==> config.mk <==
export PLATFORM = sky130hd
export DESIGN_NAME = vector_mem_sequencer
export DESIGN_NICKNAME = d
export VERILOG_FILES = /design/src/rtl/vmem_pkg.sv /design/src/rtl/vmem_lane_buffer.sv /design/src/rtl/vector_mem_sequencer.sv
export SDC_FILE = /design/constraint.sdc
export NUM_CORES = 1
export LEC_CHECK = 0
export CORE_MARGIN = 3
export CORE_UTILIZATION = 45
export CTS_BUF_LIST = sky130_fd_sc_hd__clkbuf_2 sky130_fd_sc_hd__clkbuf_4 sky130_fd_sc_hd__clkbuf_8
export DETAILED_ROUTE_END_ITERATION = 8
export GPL_ROUTABILITY_DRIVEN = 0
export PLACE_DENSITY = 0.79
export SKIP_CTS_REPAIR_TIMING = 1
export SLEW_MARGIN = 15
export SYNTH_ARGS = -nofsm -noshare
export SYNTH_HDL_FRONTEND = slang
export SYNTH_SLANG_ARGS = --single-unit
export TNS_END_PERCENT = 100
==> constraint.sdc <==
create_clock -name clk -period 6.9 [get_ports clk]
set_input_delay 1.38 -clock clk [delete_from_list [all_inputs] [get_ports clk]]
set_output_delay 1.38 -clock clk [all_outputs]
set_load 0.05 [all_outputs]
==> src/rtl/vmem_pkg.sv <==
// Shared types and widths for the vector load/store sequencer.
// No logic: state encoding and data-word geometry only.
package vmem_pkg;
  localparam int WORD_W     = 32;
  localparam int WORD_BYTES = 4;

  typedef enum logic [1:0] {
    IDLE,
    ACCESS,
    DRAIN,
    DONE
  } vmemState_e;
endpackage

==> src/rtl/vmem_lane_buffer.sv <==
// LANES x 32-bit assembly buffer: one indexed write per cycle, whole buffer readable flat.
// Write lands on the next rising edge; no backpressure, write enable is never refused.
module vmem_lane_buffer
  import vmem_pkg::*;
#(
  parameter int LANES = 4,
  localparam int IDX_W = $clog2(LANES)
) (
  input  logic                          clk,
  input  logic                          reset,
  input  logic                          wrEn,
  input  logic [IDX_W-1:0]              wrIdx,
  input  logic [WORD_W-1:0]             wrData,
  output logic [LANES-1:0][WORD_W-1:0]  rdVec
);

  logic [LANES-1:0][WORD_W-1:0] lanes;

  always_ff @(posedge clk or negedge reset) begin
    if (!reset) begin
      lanes <= '0;
    end else if (wrEn) begin
      lanes[wrIdx] <= wrData;
    end
  end

  assign rdVec = lanes;

endmodule

==> src/rtl/vector_mem_sequencer.sv <==
// Splits a vector load/store into LANES word accesses on the data port and stalls the pipeline meanwhile.
// Store: LANES+2 cycles incl. accept; load: LANES+3 with result pulse in DONE; no backpressure from memory.
module vector_mem_sequencer
  import vmem_pkg::*;
#(
  parameter int LANES = 4
) (
  input  logic                      clk,
  input  logic                      reset,
  input  logic                      vreqM,
  input  logic                      vwriteM,
  input  logic [31:0]               baseaddrM,
  input  logic [WORD_W*LANES-1:0]   vstoredataM,
  output logic [31:0]               mem_addr,
  output logic                      mem_we,
  output logic [WORD_W-1:0]         mem_wdata,
  input  logic [WORD_W-1:0]         mem_rdata,
  output logic                      stall,
  output logic [WORD_W*LANES-1:0]   vloaddataW,
  output logic                      vloadvalidW
);

  localparam int CNT_W = $clog2(LANES);
  localparam logic [CNT_W-1:0] LAST_LANE = CNT_W'(LANES - 1);

  vmemState_e                   state, stateNext;
  logic [CNT_W-1:0]             laneCnt;
  logic [31:0]                  baseAddr;
  logic                         isStore;
  logic [LANES-1:0][WORD_W-1:0] storeVec;
  logic                         capVld;
  logic [CNT_W-1:0]             capIdx;
  logic [LANES-1:0][WORD_W-1:0] bufVec;
  logic [LANES-1:0][WORD_W-1:0] mergedVec;
  logic [LANES-1:0][WORD_W-1:0] loadVec;

  always_ff @(posedge clk or negedge reset) begin
    if (!reset) begin
      state    <= IDLE;
      laneCnt  <= '0;
      baseAddr <= '0;
      isStore  <= 1'b0;
      storeVec <= '0;
      capVld   <= 1'b0;
      capIdx   <= '0;
      loadVec  <= '0;
    end else begin
      state  <= stateNext;
      // Read data returns one cycle after its address, so capture trails issue by one.
      capVld <= (state == ACCESS) && !isStore;
      capIdx <= laneCnt;
      if (state == IDLE && vreqM) begin
        baseAddr <= {baseaddrM[31:2], 2'b00};
        isStore  <= vwriteM;
        storeVec <= vstoredataM;
        laneCnt  <= '0;
      end else if (state == ACCESS) begin
        laneCnt <= laneCnt + 1'b1;
      end
      if (state == DRAIN) begin
        loadVec <= mergedVec;
      end
    end
  end

  vmem_lane_buffer #(.LANES(LANES)) u_laneBuffer (
    .clk    (clk),
    .reset  (reset),
    .wrEn   (capVld),
    .wrIdx  (capIdx),
    .wrData (mem_rdata),
    .rdVec  (bufVec)
  );

  // The last lane arrives in DRAIN; fold it in so the published vector is complete in DONE
  // while the previous result stays visible for the whole of a new load.
  always_comb begin
    mergedVec            = bufVec;
    mergedVec[LANES-1]   = mem_rdata;
  end

  assign vloaddataW = loadVec;

  always_comb begin
    stateNext   = state;
    stall       = 1'b0;
    mem_addr    = '0;
    mem_we      = 1'b0;
    mem_wdata   = '0;
    vloadvalidW = 1'b0;
    case (state)
      IDLE: begin
        stall = vreqM & reset;
        if (vreqM) stateNext = ACCESS;
      end
      ACCESS: begin
        stall     = 1'b1;
        mem_addr  = baseAddr + (32'(laneCnt) << 2);
        mem_we    = isStore;
        mem_wdata = isStore ? storeVec[laneCnt] : '0;
        if (laneCnt == LAST_LANE) stateNext = isStore ? DONE : DRAIN;
      end
      DRAIN: begin
        stall     = 1'b1;
        stateNext = DONE;
      end
      DONE: begin
        // vreqM here still belongs to the departing instruction, so never accept.
        vloadvalidW = !isStore;
        stateNext   = IDLE;
      end
      default: stateNext = IDLE;
    endcase
  end

endmodule

==> reports/metrics.cfg <==
[status]
outcome=finished, final reports clean

[global_routing]
grt_max_degree=155
grtUsageTotal_pct=19.81
grt_pass1_vias=11010
gr-total-overflow=0
grt_pass1_wl_um=60500
antenna_found_initial=4

[sta]
fin_crit_sh_pct=74.51
relSlewSlack_pct=36.98
fin_crit_ns=5.142
setup_tns_ns=0
slew_viol_final=0
fin_skew_ns=0.01089
fmax_mhz=194.5
postLayoutSetupSlackWorst_ns=1.759
hold_ws_ns=0.4974
finalSetupViolations=0
worst_pin_slew_ns=0.9454
hold_violations=0
rsz0062_at_grt=false

[floorplanning]
core_area_um2=34970
start_util_pct=46.29
dieArea_um2=38280
rows=68
die-height_um=195.7
die_w_um=195.7
ios=391

[power]
p_leak_nw=8.964
power_density_nw_per_um2=550.5
p_total_mw=11.99
peakVddDrop_mv=0.3864

[yosys]
synth_most_common_cell=dfrtp_1
async_reset_ff_share_pct=100.0
synthTopCellsByArea=dfrtp_1 (60%), mux2_2 (27%), mux4_2 (4.5%), nor2b_1 (1.3%), clkbuf_1 (0.95%)
syn_inst=1049
syn_area_um2=16190
syn-mean-instance-area_um2=15.43
yosysSeqAreaShare_pct=60.29
synth-seq-cells=390
synth.distinct_cells=39
synth_ff_type=dfrtp_1
synth_top_area_share_pct=60.29
synth_top_cell_by_area=dfrtp_1
synth_edf_count=0
yosysWarningCount=0
synth_common_cells=dfrtp_1 (390), mux2_2 (384), clkbuf_1 (41), nor2b_1 (33), mux4_2 (32)

[worst_setup_path]
critPathLaunchType=register
endpoint_kind=output port
critPathMaxStageDelay_ns=0.84
critPathKind=reg -> out
crit_required_ns=5.52
critical_path_buf_inv_count=1
rr_startpoint=state[0]$_DFFE_PN0P_
rr_worst_depth=4
cp.depth=7
worstPathArrival_ns=3.76
path_cells=ha_1 -> fa_1 -> nand4_1 -> or4_4 -> or4_1 -> a21oi_1 -> clkdlybuf4s50_1
r2r_slack_ns=4.07
r2r_end=vloaddataW[14]$_DFFE_PN0N_
crit_fanout=16
slowest_stage=clkdlybuf4s50_1
crit_family=simple AND/OR/NAND/NOR gates

[place]
port_buffers=386
postPlaceCellArea_um2=20520
placedCellCount=1842
dp_hpwl_um=26040
place_ws_ns=2.394

[cells_and_area]
multiInputGateArea_um2=6191
drive_above_1_share_pct=36.38
syn2layout_area_growth_pct=34.50
fillers=2637
final_area_um2=21770
stdcell_count=1946
fin_nets=1655
final_core_util_pct=62.26
regArea_um2=9762

[clocking]
cts_tree=built
worstSkewPairLatency_ns=0.63
numCtsBuffers=61
clock-sinks=390
clock_path_buffers=3
htreeDepth=2
cts.clk_slew.worst_paths_ns=0.06
cts-root-buf=clkbuf_8

[job]
cap_violations=0

[min_path]
holdCritPathClass=reg -> reg
holdPathStages=1
min_to=vloaddataW[59]$_DFFE_PN0N_
hp-start=u_laneBuffer.rdVec[59]$_DFFE_PN0P_

[routing]
wl_per_cell_um=19.62
postRouteAntennaNets=0
drt-initial-drc-count=365
vias_per_cell=5.269
drt_drc_violations_left=0
dr.pass1.iters=5
vias=10250
drt_wl_total_um=38180

how the worst max path moves through the flow:
stage                                       start            to  slack, ns
after detailed placement                    reset         stall       2.39
after global placement                      reset         stall       2.41
final                      laneCnt[0]$_DFFE_PN0P_  mem_addr[24]       1.76
after CTS                  laneCnt[0]$_DFFE_PN0P_  mem_addr[24]       1.68
after floorplan            laneCnt[0]$_DFFE_PN0P_  mem_addr[24]       2.82
after global routing      baseAddr[2]$_DFFE_PN0P_  mem_addr[24]       1.51
report_power, final:
group          total, mW  switching, mW  internal (mW)
Sequential          4.14          0.654           3.48
Clock               1.95          0.865           1.09
Combinational       5.89           3.24           2.65
Total               12.0           4.76           7.22
metal layers:
metal | share of wire (%) | global-route usage (%) | up-vias
met1 | 41 | 24.90 | 5229
met5 | 0.11 | 0 | -
met2 | 47 | 31.59 | 351
met3 | 10 | 7.917 | 73
met4 | 2.5 | 6.496 | 6
li1 | - | - | 4595
registers in the layout, summed over array words and instances (netlist names):
name / cells
baseAddr: 30
capIdx: 2
capVld: 1
isStore: 1
laneCnt: 2
state: 2
storeVec: 128
u_laneBuffer.rdVec: 96
vloaddataW: 128
cell usage in the layout, fill, tap and decap left out, types with 2 or more instances in the layout:
master             n
o21ai_0            9
nor3_1             2
clkdlybuf4s50_1  385
clkinv_2           6
mux2_2           384
xnor2_1            7
nand2_1           11
buf_4              8
nand4_1            7
clkbuf_4          17
dfrtp_1          388
nand3b_1           2
clkbuf_8          77
or3_2              3
or4_1              9
nand3_1           10
a21oi_1           22
ha_1               7
nor2_1            15
and2_1             2
and4_1             2
buf_12             2
dfrtp_2            2
conb_1             2
nor2b_1           33
or3_1              6
xor2_1             4
o31ai_1            8
inv_1              9
mux4_2            32
final cells by class:
class,instances,area share (%)
clock buffers,94,5.454
clock inverters,9,0.2644
diodes,1,0.01149
flip-flops and latches,390,44.84
repair buffers,396,18.23
inverters,9,0.1552
well taps,455,2.615
multi-input cells,592,28.44
logic make-up after synthesis:
logic type               Yosys count  synth area share (%)
multiplexers                     417                 31.23
flip-flops                       390                 60.29
AND/OR/NAND/NOR                  109                 3.888
buffers and inverters             68                 1.662
AO/OA/AOI/OAI                     44                 1.577
XOR/XNOR                          11                0.5951
adder cells (fa/ha/maj)            9                0.7420
other                              1               0.02317
Note: power is estimated with default switching activity, not from simulation.
